--- config.mk ---
export PLATFORM = sky130hd
export DESIGN_NAME = reg_show_display_flat
export DESIGN_NICKNAME = d
export VERILOG_FILES = /design/src/rtl/reg_show_display_if.sv /design/src/rtl/reg_show_display.sv /design/src/flat_wrapper.sv
export SDC_FILE = /design/constraint.sdc
export NUM_CORES = 1
export LEC_CHECK = 0
export ABC_CLOCK_PERIOD_IN_PS = 8100
export BUFFER_PORTS_ARGS = -buffer_cell sky130_fd_sc_hd__buf_2
export CAP_MARGIN = 20
export CELL_PAD_IN_SITES_DETAIL_PLACEMENT = 0
export CELL_PAD_IN_SITES_GLOBAL_PLACEMENT = 1
export CORE_ASPECT_RATIO = 0.9
export CORE_MARGIN = 2
export CORE_UTILIZATION = 46
export CTS_CLUSTER_DIAMETER = 40
export DETAILED_ROUTE_END_ITERATION = 8
export GPL_ROUTABILITY_DRIVEN = 1
export PLACE_DENSITY = 0.89
export SETUP_SLACK_MARGIN = 0.15
export SLEW_MARGIN = 25
export SYNTH_ARGS = -nofsm -noshare
export SYNTH_HDL_FRONTEND = slang
export SYNTH_SLANG_ARGS = --single-unit
--- constraint.sdc ---
create_clock -name i_CLK -period 8.1 [get_ports i_CLK]
set_input_delay 1.215 -clock i_CLK [delete_from_list [all_inputs] [get_ports i_CLK]]
set_output_delay 1.215 -clock i_CLK [all_outputs]
set_load 0.05 [all_outputs]
--- src/rtl/reg_show_display_if.sv ---
// reg_show_display_if: register-show strobes/values in, display pins and FIFO status out
interface reg_show_display_if #(
  parameter int FIFO_DEPTH = 4
);
  logic                          i_ShowR1;
  logic                          i_ShowR2;
  logic [7:0]                    i_RegShowing1;
  logic [7:0]                    i_RegShowing2;
  logic [6:0]                    o_SEG;
  logic [3:0]                    o_AN;
  logic                          o_Empty;
  logic                          o_Full;
  logic [$clog2(FIFO_DEPTH):0]   o_Count;
  logic [7:0]                    o_DropCnt;
  modport master (
    output i_ShowR1, i_ShowR2, i_RegShowing1, i_RegShowing2,
    input  o_SEG, o_AN, o_Empty, o_Full, o_Count, o_DropCnt
  );
  modport slave (
    input  i_ShowR1, i_ShowR2, i_RegShowing1, i_RegShowing2,
    output o_SEG, o_AN, o_Empty, o_Full, o_Count, o_DropCnt
  );
endinterface

--- src/rtl/reg_show_display.sv ---
// reg_show_display: queues register-show events and shows each on a 4-digit 7-segment display
module reg_show_display #(
  parameter int SCAN_DIV    = 4,
  parameter int HOLD_CYCLES = 64,
  parameter int FIFO_DEPTH  = 4
) (
  input  logic              i_CLK,
  input  logic              i_RST,
  reg_show_display_if.slave bus
);
  localparam int AW = $clog2(FIFO_DEPTH);
  localparam int CW = AW + 1;
  localparam int SW = SCAN_DIV > 1 ? $clog2(SCAN_DIV) : 1;
  localparam int HW = $clog2(HOLD_CYCLES);
  localparam logic [6:0] HEX [16] = '{
    7'h40, 7'h79, 7'h24, 7'h30, 7'h19, 7'h12, 7'h02, 7'h78,
    7'h00, 7'h10, 7'h08, 7'h03, 7'h46, 7'h21, 7'h06, 7'h0E
  };
  typedef enum logic {IDLE, SHOW} state_t;
  state_t        state_q, state_d;
  logic [8:0]    mem [FIFO_DEPTH];
  logic [AW-1:0] wr_q, wr_d, rd_q, rd_d;
  logic [CW-1:0] count_q, count_d, free;
  logic          empty_q, empty_d, full_q, full_d;
  logic [7:0]    drop_q, drop_d;
  logic [8:0]    drop_sum;
  logic [8:0]    disp_q, disp_d;
  logic [HW-1:0] hold_q, hold_d;
  logic [SW-1:0] scan_q, scan_d;
  logic [1:0]    idx_q, idx_d;
  logic          prev1_q, prev2_q;
  logic [6:0]    seg_q, seg_d;
  logic [3:0]    an_q, an_d;
  logic          e1, e2, push1, push2, pop, hold_end, scan_end;
  // edge detect, overflow arbitration, FIFO bookkeeping, display FSM and scan next-state
  always_comb begin
    e1       = bus.i_ShowR1 & ~prev1_q;
    e2       = bus.i_ShowR2 & ~prev2_q;
    hold_end = hold_q == HW'(HOLD_CYCLES - 1);
    pop      = (count_q != '0) && (state_q == IDLE || hold_end);
    free     = CW'(FIFO_DEPTH) - count_q + CW'(pop);
    push1    = e1 && free != '0;
    push2    = e2 && free > (push1 ? CW'(1) : CW'(0));
    count_d  = count_q + CW'(push1) + CW'(push2) - CW'(pop);
    empty_d  = count_d == '0;
    full_d   = count_d == CW'(FIFO_DEPTH);
    wr_d     = wr_q + AW'(push1) + AW'(push2);
    rd_d     = rd_q + AW'(pop);
    drop_sum = {1'b0, drop_q} + 9'(e1 & ~push1) + 9'(e2 & ~push2);
    drop_d   = drop_sum[8] ? 8'hFF : drop_sum[7:0];
    disp_d   = pop ? mem[rd_q] : disp_q;
    state_d  = pop ? SHOW : state_q;
    hold_d   = pop ? '0 : (state_q == SHOW && !hold_end) ? hold_q + 1'b1 : hold_q;
    scan_end = scan_q == SW'(SCAN_DIV - 1);
    scan_d   = state_q == SHOW ? (scan_end ? '0 : scan_q + 1'b1) : scan_q;
    idx_d    = idx_q + 2'(state_q == SHOW && scan_end);
    an_d     = state_d == SHOW ? ~(4'b1 << idx_d) : 4'hF;
    seg_d    = state_d != SHOW ? 7'h7F :
               idx_d == 2'd3 ? (disp_d[8] ? 7'h24 : 7'h79) :
               idx_d == 2'd2 ? 7'h7F :
               HEX[idx_d[0] ? disp_d[7:4] : disp_d[3:0]];
  end
  // FIFO storage; R2 lands in the slot after R1 when both are kept
  always_ff @(posedge i_CLK) begin
    if (push1) mem[wr_q] <= {1'b0, bus.i_RegShowing1};
    if (push2) mem[wr_q + AW'(push1)] <= {1'b1, bus.i_RegShowing2};
  end
  // state registers; reset wins over any same-cycle push, pop or scan
  always_ff @(posedge i_CLK) begin
    if (i_RST) begin
      state_q <= IDLE;
      wr_q    <= '0;
      rd_q    <= '0;
      count_q <= '0;
      empty_q <= 1'b1;
      full_q  <= 1'b0;
      drop_q  <= '0;
      disp_q  <= '0;
      hold_q  <= '0;
      scan_q  <= '0;
      idx_q   <= '0;
      prev1_q <= 1'b0;
      prev2_q <= 1'b0;
      seg_q   <= 7'h7F;
      an_q    <= 4'hF;
    end else begin
      state_q <= state_d;
      wr_q    <= wr_d;
      rd_q    <= rd_d;
      count_q <= count_d;
      empty_q <= empty_d;
      full_q  <= full_d;
      drop_q  <= drop_d;
      disp_q  <= disp_d;
      hold_q  <= hold_d;
      scan_q  <= scan_d;
      idx_q   <= idx_d;
      prev1_q <= bus.i_ShowR1;
      prev2_q <= bus.i_ShowR2;
      seg_q   <= seg_d;
      an_q    <= an_d;
    end
  end
  assign bus.o_SEG     = seg_q;
  assign bus.o_AN      = an_q;
  assign bus.o_Empty   = empty_q;
  assign bus.o_Full    = full_q;
  assign bus.o_Count   = count_q;
  assign bus.o_DropCnt = drop_q;
endmodule

--- src/flat_wrapper.sv ---
// flat-port wrapper written by rule: the top's interface ports become plain ports
module reg_show_display_flat 
#(
  parameter int SCAN_DIV    = 4,
  parameter int HOLD_CYCLES = 64,
  parameter int FIFO_DEPTH  = 4
)
  (i_CLK, i_RST, bus_i_ShowR1, bus_i_ShowR2, bus_i_RegShowing1, bus_i_RegShowing2, bus_o_SEG, bus_o_AN, bus_o_Empty, bus_o_Full, bus_o_Count, bus_o_DropCnt);
  reg_show_display_if #(.FIFO_DEPTH(FIFO_DEPTH)) bus_i ();
  input  logic i_CLK;
  input  logic i_RST;
  input wire logic [$bits(bus_i.i_ShowR1)-1:0] bus_i_ShowR1;
  input wire logic [$bits(bus_i.i_ShowR2)-1:0] bus_i_ShowR2;
  input wire logic [$bits(bus_i.i_RegShowing1)-1:0] bus_i_RegShowing1;
  input wire logic [$bits(bus_i.i_RegShowing2)-1:0] bus_i_RegShowing2;
  output wire logic [$bits(bus_i.o_SEG)-1:0] bus_o_SEG;
  output wire logic [$bits(bus_i.o_AN)-1:0] bus_o_AN;
  output wire logic [$bits(bus_i.o_Empty)-1:0] bus_o_Empty;
  output wire logic [$bits(bus_i.o_Full)-1:0] bus_o_Full;
  output wire logic [$bits(bus_i.o_Count)-1:0] bus_o_Count;
  output wire logic [$bits(bus_i.o_DropCnt)-1:0] bus_o_DropCnt;
  assign bus_i.i_ShowR1 = bus_i_ShowR1;
  assign bus_i.i_ShowR2 = bus_i_ShowR2;
  assign bus_i.i_RegShowing1 = bus_i_RegShowing1;
  assign bus_i.i_RegShowing2 = bus_i_RegShowing2;
  assign bus_o_SEG = bus_i.o_SEG;
  assign bus_o_AN = bus_i.o_AN;
  assign bus_o_Empty = bus_i.o_Empty;
  assign bus_o_Full = bus_i.o_Full;
  assign bus_o_Count = bus_i.o_Count;
  assign bus_o_DropCnt = bus_i.o_DropCnt;
  reg_show_display #(.SCAN_DIV(SCAN_DIV), .HOLD_CYCLES(HOLD_CYCLES), .FIFO_DEPTH(FIFO_DEPTH)) u_core (.i_CLK(i_CLK), .i_RST(i_RST), .bus(bus_i));
endmodule
After elaboration in Yosys (flattened, before gate mapping) --
Memory sizes are Yosys's and may differ from the RTL's. A register that Yosys moved wholly into a read port is not among the register bits. Cells that the tools add are included.
Word-level totals: input bits 20, word-level logic and storage cells 78, RAM bits 36, memories 2, output and inout port bits 24, memory bits (read-only) 112, register bits 50
Cells by class: shifts and indexed selects 1, eq/ne operators 5, bitwise operators 12, magnitude comparators 2, reductions and logical operators 12, add/sub/neg operators 13, multiplexer cells 16
Memory list:
- (name not given) | words 16, bits a word 7, rd ports 1, clocked after Yosys merged registers in 0, wr ports 0, RTL line reg_show_display.sv:61 | HEX[idx_d[0] ? disp_d[7:4] : disp_d[3:0]];
- u_core.mem | words 4, bits a word 9, rd ports 1, clocked after Yosys merged registers in 1, wr ports 2, RTL line reg_show_display.sv:21 | logic [8:0] mem [FIFO_DEPTH];
Operators with widths (number):
- $mux 7 | 5
- $and 1x9->9 | 2
- $not 1->9 | 2
- $add 3x1->3 | 3
- $add 8x9->9 | 1
- $add 9x9->9 | 1
- $mux 9 | 1
- $add 2x1->2 | 4
- $mux 8 | 1
- $add 6x1->6 const B | 1
- $eq 2x2->1 const B | 3
- $eq 6x6->1 const B | 1
- $mux 1 | 6
- $reduce_bool 3->1 | 2
- $ge 5x5->1 const B | 1
- $logic_and 1x1->1 | 5
- $not 4->5 | 1
- $mux 2 | 2
- $mux 4 | 1
- $not 1->1 | 4
- $not 4->4 | 1
- $reduce_or 2->1 | 2
- $shl 1x2->4 const A | 1
- $eq 3x3->1 const B | 1
- 8 further kinds | 9

Logic depth before layout (Yosys ltp) --
Gate-level depths: netlist (run 1).
depth in word-level cells 13, depth in mapped cells 25, depth with buffers taken out 22

Worst setup path before layout (run 1) --
Ideal clock, no wire load.
path kind reg-to-reg, start point reg u_core.count_q[2], in the netlist u_core.bus.o_Count[2], end point mem u_core.mem[3][0], enable pin, path slack 3.584 ns, arrival 4.182 ns, cell stages (with the launch flop) 21, path buffers 4, data required time 7.766 ns, library setup time 0.334 ns, cell sequence dfxtp_1 -> or3_1 -> buf_2 -> o211a_1 -> buf_6 -> clkinv_8 -> buf_12 -> ha_1 -> inv_1 -> ha_1 -> xor2_1 -> nor3b_1 -> nor3b_2 -> ha_1 -> nor2_1 -> nor3_1 -> or3b_2 -> inv_1 -> and3_1 -> clkbuf_1 -> nand2b_1
RTL lines:
- start: declaration | RTL line reg_show_display.sv:23 | logic [CW-1:0] count_q, count_d, free;
- start signal: assignment | RTL line reg_show_display.sv:90 | count_q <= count_d;
- end: declaration | RTL line reg_show_display.sv:21

==> results of run 1 <==
==> power by group through the flow <==
stage | Sequential, mW | Combinational, mW | Clock (mW)
2_1_floorplan | 0.729 | 0.579 | 0
3_3_place_gp | 0.664 | 0.771 | 0
3_5_place_dp | 0.669 | 0.793 | 0
4_1_cts | 0.660 | 0.801 | 0.322
5_1_grt | 0.674 | 0.891 | 0.341
6_report | 0.658 | 0.804 | 0.315
==> per-stage QoR <==
step | utilization, % | hold slack [ns] | total power [mW] | setup WS (ns)
after floorplan | - | 0.421 | 1.31 | 3.58
after global routing | 52.3 | 0.483 | 1.91 | 2.61
after CTS | 52.2 | 0.462 | 1.78 | 2.65
after global placement | 49.9 | 0.438 | 1.44 | 3.05
final | 52.3 | 0.459 | 1.78 | 3.05
after detailed placement | 49.9 | 0.443 | 1.46 | 2.70
==> synth_stat cells (3+ instances only) <==
library cell               instances
sky130_fd_sc_hd__nand3_1           6
sky130_fd_sc_hd__mux4_2           10
sky130_fd_sc_hd__o21ai_0           5
sky130_fd_sc_hd__a21oi_1          16
sky130_fd_sc_hd__xnor2_1           9
sky130_fd_sc_hd__nand3b_1          4
sky130_fd_sc_hd__buf_6             3
sky130_fd_sc_hd__nand4_1           3
sky130_fd_sc_hd__nor2b_1           7
sky130_fd_sc_hd__xor2_1           11
sky130_fd_sc_hd__and3_1            7
sky130_fd_sc_hd__a22o_1           32
sky130_fd_sc_hd__nand2_1          17
sky130_fd_sc_hd__edfxtp_1         32
sky130_fd_sc_hd__ha_1             17
sky130_fd_sc_hd__fa_1              3
sky130_fd_sc_hd__or3_1             5
sky130_fd_sc_hd__dfxtp_1          54
sky130_fd_sc_hd__o2111a_1          4
sky130_fd_sc_hd__a211oi_1          4
sky130_fd_sc_hd__nand2b_1          5
sky130_fd_sc_hd__nor2_1           32
sky130_fd_sc_hd__inv_1            19
sky130_fd_sc_hd__nor3_1            7
sky130_fd_sc_hd__nor3b_1           3
sky130_fd_sc_hd__a21o_1            5
sky130_fd_sc_hd__buf_2             3
sky130_fd_sc_hd__clkbuf_1          8
sky130_fd_sc_hd__mux2i_1           9
==> final timing paths <==
| path | end | slack [ns] | cells after the start |
|---|---|---|---|
| worst min-delay path | u_core.mem[1][8] | 0.46 | 1 |
| worst max-delay path | u_core.mem[0][7] | 3.05 | 17 |
| worst min register to register | u_core.mem[1][8] | 0.46 | 1 |
| worst max register to register | u_core.mem[0][7] | 3.05 | 17 |
==> sequential cells by signal, summed over array words and instances, names as in the netlist <==
name                  count
u_core.idx_q              2
u_core.prev1_q            1
u_core.mem               36
u_core.prev2_q            1
u_core.rd_q               2
u_core.scan_q             2
u_core.disp_q             9
u_core.bus.o_Empty        1
u_core.bus.o_AN           4
u_core.bus.o_SEG          7
u_core.bus.o_Full         1
u_core.hold_q             6
u_core.bus.o_Count        3
u_core.bus.o_DropCnt      8
u_core.wr_q               2
u_core.state_q            1
==> layout by cell type (no fill, tap or decap), drive strengths merged, types with 10 or more instances in the layout <==
| master | n |
|---|---|
| dfxtp | 54 |
| buf | 43 |
| nor2 | 32 |
| a22o | 32 |
| edfxtp | 32 |
| inv | 20 |
| a21oi | 18 |
| nand2 | 17 |
| ha | 17 |
| clkbuf | 13 |
| xor2 | 11 |
| mux4 | 10 |
==> cell families after synthesis <==
group | synth area share, %
mux | 7.47
xor+xnor | 4.15
buf+inv | 4.59
flops | 48.4
compound gates | 16.4
fa+ha+maj | 6.46
simple gates | 12.6
==> critical path: cells and delay by family, from the launching register on <==
kind                     cells  cell delay [ns]
AND/OR/NAND/NOR              8             2.30
XOR/XNOR                     1             0.22
adder cells (fa/ha/maj)      4             0.89
AO/OA/AOI/OAI                2             0.78
flip-flops                   1             0.37
buffers and inverters        2             0.24
==> routing by layer <==
metal  GRT usage, %  wire length [um]  vias to the layer above
li1               -                 -                     1449
met1           24.8              4070                     1426
met2           29.9              3990                       75
met3           4.55               387                       12
met4           6.00               101                        0
met5              0                 0                        -
==> layout make-up <==
class	count	area, um2
flip-flops and latches	86	2040
clock buffers	13	170
multi-input cells	249	2000
well taps	122	153
repair buffers	43	215
clock inverters	3	42.5
inverters	21	91.3
fillers	840	4290
==> flow_summary.yaml, run 1 <==
routing:
  drt-wirelength-per-cell_um: 15.9
  detail_route.iter0.violations: 92
  finalWirelength_mm: 8.55
  remaining_antenna_violation_count_after_routing: 0
  via_count: 2962
  vias_per_cell: 5.52
  dr.pass1.iters: 4
  route.detailed.drc: 0
place:
  place.detailed.hpwl_mm: 6.32
  placedCellCount: 521
  dpl_cell_area_mm2: 0.00449
  gp_congestion: 0.858
  io_buffer_count: 43
critical_path:
  cpMostUsedCell: "sky130_fd_sc_hd__ha_1"
  critical_path.slowest_cell: "sky130_fd_sc_hd__nor3_2"
  cp_data_arrival_time_ns: 5.16
  worst_setup_path_end_kind: "flop"
  critPathLaunchType: "flop"
  critical_path.cell_chain: "ha_1 -> and3_1 -> o211a_1 -> clkinv_8 -> ha_1 -> inv_1 -> ha_1 -> xor2_1 -> nor3b_1 -> nor3b_2 -> ha_1 -> nor2_1 -> nor3_1 -> or3b_2 -> nor3_2 -> nor2_1 -> a22o_1"
  worstSetupStartpoint: "u_core.hold_q[0]"
  worst-path-max-fanout: 14
  data_required_time_at_the_worst_endpoint_ns: 8.20
  timing_worst_setup_path_type: "flop to flop"
  rr_startpoint: "u_core.hold_q[0]"
  critPathMaxStageDelay_ns: 0.57
global_route:
  antenna_found_initial: 0
  groute.usage.overall_pct: 18.6
  grt_max_degree: 31
  first_global_vias: 2875
  grt-ovfl-total: 0
  first_pass_grt_wire_length_mm: 14.4
floorplan:
  fp.dieH_um: 94.9
  die_w_um: 105
  top_level_ports: 44
  row_count: 33
  fp.dieArea_mm2: 0.00996
  design.core.area_mm2: 0.00900
  initial_core_util_pct: 46.9
yosys:
  net_count_synth: 412
  count_of_synthesis_stage_warnings_from_yosys: 0
  syn-cell-area_mm2: 0.00422
  dominant_synthesized_flop_cell: "sky130_fd_sc_hd__dfxtp_1"
  syn_avg_cell_area_um2: 11.4
  synth_seq_area_share_pct: 48.4
  synth.lib_cells_used.distinct: 56
  synth_async_sr_flop_share_pct: 0
  synth-seq-cells: 86
  count_of_flip_flops_with_a_built_in_enable_after_synthesis: 32
  yosysTopAreaCellShare_pct: 25.6
  netlist_top_cells_area: "sky130_fd_sc_hd__dfxtp_1 26%, sky130_fd_sc_hd__edfxtp_1 23%, sky130_fd_sc_hd__a22o_1 6.6%"
  synth_largest_area_cell: "sky130_fd_sc_hd__dfxtp_1"
  post_synth_inst_count: 372
cts:
  cts.clk_slew.worst_paths_ns: 0.08
  clock_latency_ns: 0.35
  tritoncts: "built"
  ctsResizeCount: 0
  cts_num_sinks: 86
  number_of_levels_the_h_tree_was_split_into: 3
  cts-root-buf: "sky130_fd_sc_hd__clkbuf_8"
  cts_hold_buf: 0
  cts_max_path_buffers: 2
  cts_made_buffers: 9
  post-cts-setup-buffer-count: 0
sta:
  timing_hold_violations_final: 0
  skew_ns: 0.0102
  rsz0062_at_grt: "false"
  fmax_mhz: 198
  setup_violations: 0
  worst_margin_slew_ns: 0.658
  finalCritPeriodShare_pct: 62.4
  fin_tns_setup_ns: 0
  timing_max_transition_violations_final: 0
  post-route-min-period_ns: 5.05
  relSlewSlack_pct: 55.9
pwr:
  powerDensity_mw_per_mm2: 377
  clock_power_share_pct: 17.7
  power_internal_mw: 1.07
  p_leak_nw: 1.91
  power_switching_uw: 708
  power.share.combinational_pct: 45.2
  peakVddDrop_mv: 0.155
  netSwitchingFraction_pct: 39.8
  sequential_share_of_power_pct: 37.1
finish:
  layout.nets: 450
  post_route_cells_drive_above_1_share_pct: 19.3
  antennaDiodeCount: 0
  syn2layout_area_growth_pct: 11.6
  postLayoutCellArea_mm2: 0.00471
  stdcell_count: 537
hold_path:
  hold_start: "u_core.mem[1][8]"
  min-delay-path-class: "flop to flop"
status:
  outcome: "complete, no violations"
flow_run:
  max_cap_viol_count: 0
Power figures use the tool's default switching activity.
==> run 2, diff against run 1 <==
--- a/config.mk
+++ b/config.mk
@@ -5,18 +5,18 @@
 export SDC_FILE = /design/constraint.sdc
 export NUM_CORES = 1
 export LEC_CHECK = 0
-export ABC_CLOCK_PERIOD_IN_PS = 8100
+export ABC_CLOCK_PERIOD_IN_PS = 4600
 export BUFFER_PORTS_ARGS = -buffer_cell sky130_fd_sc_hd__buf_2
 export CAP_MARGIN = 20
 export CELL_PAD_IN_SITES_DETAIL_PLACEMENT = 0
 export CELL_PAD_IN_SITES_GLOBAL_PLACEMENT = 1
 export CORE_ASPECT_RATIO = 0.9
 export CORE_MARGIN = 2
-export CORE_UTILIZATION = 46
+export CORE_UTILIZATION = 42
 export CTS_CLUSTER_DIAMETER = 40
 export DETAILED_ROUTE_END_ITERATION = 8
 export GPL_ROUTABILITY_DRIVEN = 1
-export PLACE_DENSITY = 0.89
+export PLACE_DENSITY = 0.86
 export SETUP_SLACK_MARGIN = 0.15
 export SLEW_MARGIN = 25
 export SYNTH_ARGS = -nofsm -noshare
==> constraint.sdc (replaced) <==
create_clock -name i_CLK -period 4.6 [get_ports i_CLK]
set_input_delay 0.69 -clock i_CLK [delete_from_list [all_inputs] [get_ports i_CLK]]
set_output_delay 0.69 -clock i_CLK [all_outputs]
set_load 0.05 [all_outputs]
==> run 2 against run 1 <==
Effect of this change: sequential power is 76% higher; clock power is 44% higher; highest routed layer unchanged; via count is 0.98% higher.
==> flow_summary.yaml, run 2 (synthesis gave the netlist of run 1 again) <==
status:
  outcome: "complete, no violations"
cts:
  cts_max_path_buffers: 2
  cts_num_sinks: 86
  tritoncts: "built"
  cts.clk_slew.worst_paths_ns: 0.08
  cts-root-buf: "sky130_fd_sc_hd__clkbuf_8"
  number_of_levels_the_h_tree_was_split_into: 3
  clock_latency_ns: 0.36
  cts_made_buffers: 9
global_route:
  first_global_vias: 2960
  antenna_found_initial: 0
  grt_use_met3_pct: 3.41
  grt-ovfl-total: 0
  groute.usage.overall_pct: 17.5
  gr-max-usage-layer: "met2"
  globalRouteMet1Util_pct: 23.1
  first_pass_grt_wire_length_mm: 14.6
  grt_max_degree: 31
  grtUsageMet2_pct: 27.9
sta:
  post-route-min-period_ns: 4.23
  setup_violations: 0
  rsz0062_at_grt: "true"
  finalCritPeriodShare_pct: 92.0
  fmax_mhz: 236
  relSlewSlack_pct: 55.9
  worst_margin_slew_ns: 0.659
  fin_tns_setup_ns: 0
  skew_ns: 0.00811
  timing_max_transition_violations_final: 0
  timing_hold_violations_final: 0
  worst_slack_ns: 0.368
finish:
  layout.nets: 456
  syn2layout_area_growth_pct: 12.2
  layout_common_cells: "51 x sky130_fd_sc_hd__dfxtp_1, 43 x sky130_fd_sc_hd__buf_2, 32 x sky130_fd_sc_hd__a22o_1, 32 x sky130_fd_sc_hd__edfxtp_1, 31 x sky130_fd_sc_hd__nor2_1"
  post_route_cells_drive_above_1_share_pct: 22.1
  fill_cells: 882
  antennaDiodeCount: 0
  stdcell_count: 547
  most_flops_register: "u_core.mem"
  layout_commonest_cell: "sky130_fd_sc_hd__dfxtp_1"
  largest_reg_flops: 36
  postLayoutCellArea_mm2: 0.00474
critical_path:
  critical_path.n_buffers_inverters: 2
  worst_setup_path_end_kind: "flop"
  data_required_time_at_the_worst_endpoint_ns: 4.72
  cp_data_arrival_time_ns: 4.35
  worstRegToRegCells: 17
  critical_path.slowest_cell: "sky130_fd_sc_hd__or3b_2"
  worst-path-max-fanout: 14
  r2r_slack_ns: 0.37
  critPathLaunchType: "flop"
  critPathMaxStageDelay_ns: 0.47
  critical_path.cell_chain: "ha_1 -> and3_2 -> o211a_4 -> clkinv_8 -> ha_1 -> inv_1 -> ha_1 -> xor2_2 -> nor3b_2 -> nor3b_2 -> ha_1 -> nor2_1 -> nor3_2 -> or3b_2 -> nor3_1 -> nor2_1 -> a22o_1"
  timing_worst_setup_path_type: "flop to flop"
  cpMostUsedCell: "sky130_fd_sc_hd__ha_1"
  worstSetupPathDepth: 17
  rr_startpoint: "u_core.hold_q[0]"
  cell_type_group_with_the_largest_total_delay_on_the_critical_path: "simple AND/OR/NAND/NOR gates"
  reg2reg_to: "u_core.mem[2][4]"
floorplan:
  die_w_um: 110
  row_count: 34
  initial_core_util_pct: 43.3
  design.core.area_mm2: 0.00974
  fp.dieH_um: 99.1
  top_level_ports: 44
  fp.dieArea_mm2: 0.0109
routing:
  detail_route.iter0.violations: 157
  vias_per_cell: 5.47
  route.detailed.drc: 0
  remaining_antenna_violation_count_after_routing: 0
  dr.pass1.iters: 4
  drt-wirelength-per-cell_um: 16.1
  via_count: 2991
  finalWirelength_mm: 8.78
place:
  placedCellCount: 531
  place.detailed.hpwl_mm: 6.51
  dpl_cell_area_mm2: 0.00454
  gp_congestion: 0.826
  post-place-ws_ns: 0.210
  io_buffer_count: 43
pwr:
  peakVddDrop_mv: 0.310
  powerDensity_mw_per_mm2: 652
  p_leak_nw: 1.91
hold_path:
  hold_path_depth: 2
  hold_start: "u_core.disp_q[5]"
  timing.hold.worst_endpoint: "u_core.disp_q[5]"
  min-delay-path-class: "flop to flop"
flow_run:
  max_cap_viol_count: 0
## run 2: cell count changes in the layout (fill, tap and decap cells not counted), sizes merged
| cell | previous run | this run |
|---|---|---|
| buf | 43 | 49 |
| clkbuf | 13 | 11 |
| clkinv | 2 | 4 |
| bufinv | 1 | 0 |
| clkinvlp | 1 | 2 |
## run 2: how the worst max path moves through the flow
stage / from / end / slack, ns
final: u_core.hold_q[0] / u_core.mem[2][4] / 0.37
after global routing: u_core.hold_q[0] / u_core.mem[2][1] / 0.14
after CTS: u_core.hold_q[0] / u_core.mem[1][4] / 0.19
after detailed placement: u_core.hold_q[0] / u_core.bus.o_DropCnt[2] / 0.21
after global placement: u_core.hold_q[0] / u_core.mem[1][2] / 0.42
after floorplan: u_core.bus.o_Count[2] / u_core.mem[3][0] / 0.25
## run 2: routing by layer
metal  vias up  routed length, um
met5         -                  0
met4         0                163
met3        14                427
met2        75               4160
met1      1442               4030
li1       1460                  -
## run 2: stage by stage
stage | util (%) | hold slack, ns | power [mW]
finish | 48.7 | 0.469 | 3.09
global route | 48.7 | 0.493 | 3.29
CTS | 48.2 | 0.467 | 3.08
detailed placement | 46.6 | 0.448 | 2.62
global placement | 46.6 | 0.432 | 2.58
floorplan | - | 0.421 | 2.31
## run 2: layout make-up
cell class,count,area [um2],area share [%]
Sequential cell,86,2050,43.2
Multi-Input combinational cell,249,2030,42.8
Timing Repair Buffer,49,260,5.49
Tap cell,126,158,3.33
Clock buffer,11,131,2.77
Inverter,21,91.3,1.93
Clock inverter,5,26.3,0.554
## run 2: tightest hold or removal path: stages (launching register included)
cell,delay (ns)
sky130_fd_sc_hd__dfxtp_1,0.32
sky130_fd_sc_hd__nand2_1,0.05
sky130_fd_sc_hd__a21oi_1,0.05
## run 2: report_power, final
| group | switching [mW] | leakage (nW) | internal [mW] |
|---|---|---|---|
| clock network | 0.262 | 0.0721 | 0.191 |
| logic | 0.896 | 1.09 | 0.580 |
| registers | 0.122 | 0.749 | 1.04 |
## run 2: repair_timing
action / in CTS / in global routing
endpoints found under the hold margin: 0 / 0
setup endpoints to repair: 0 / 75
buffers inserted: 0 / 0
resized for setup: 0 / 9
hold buffers: 0 / 0
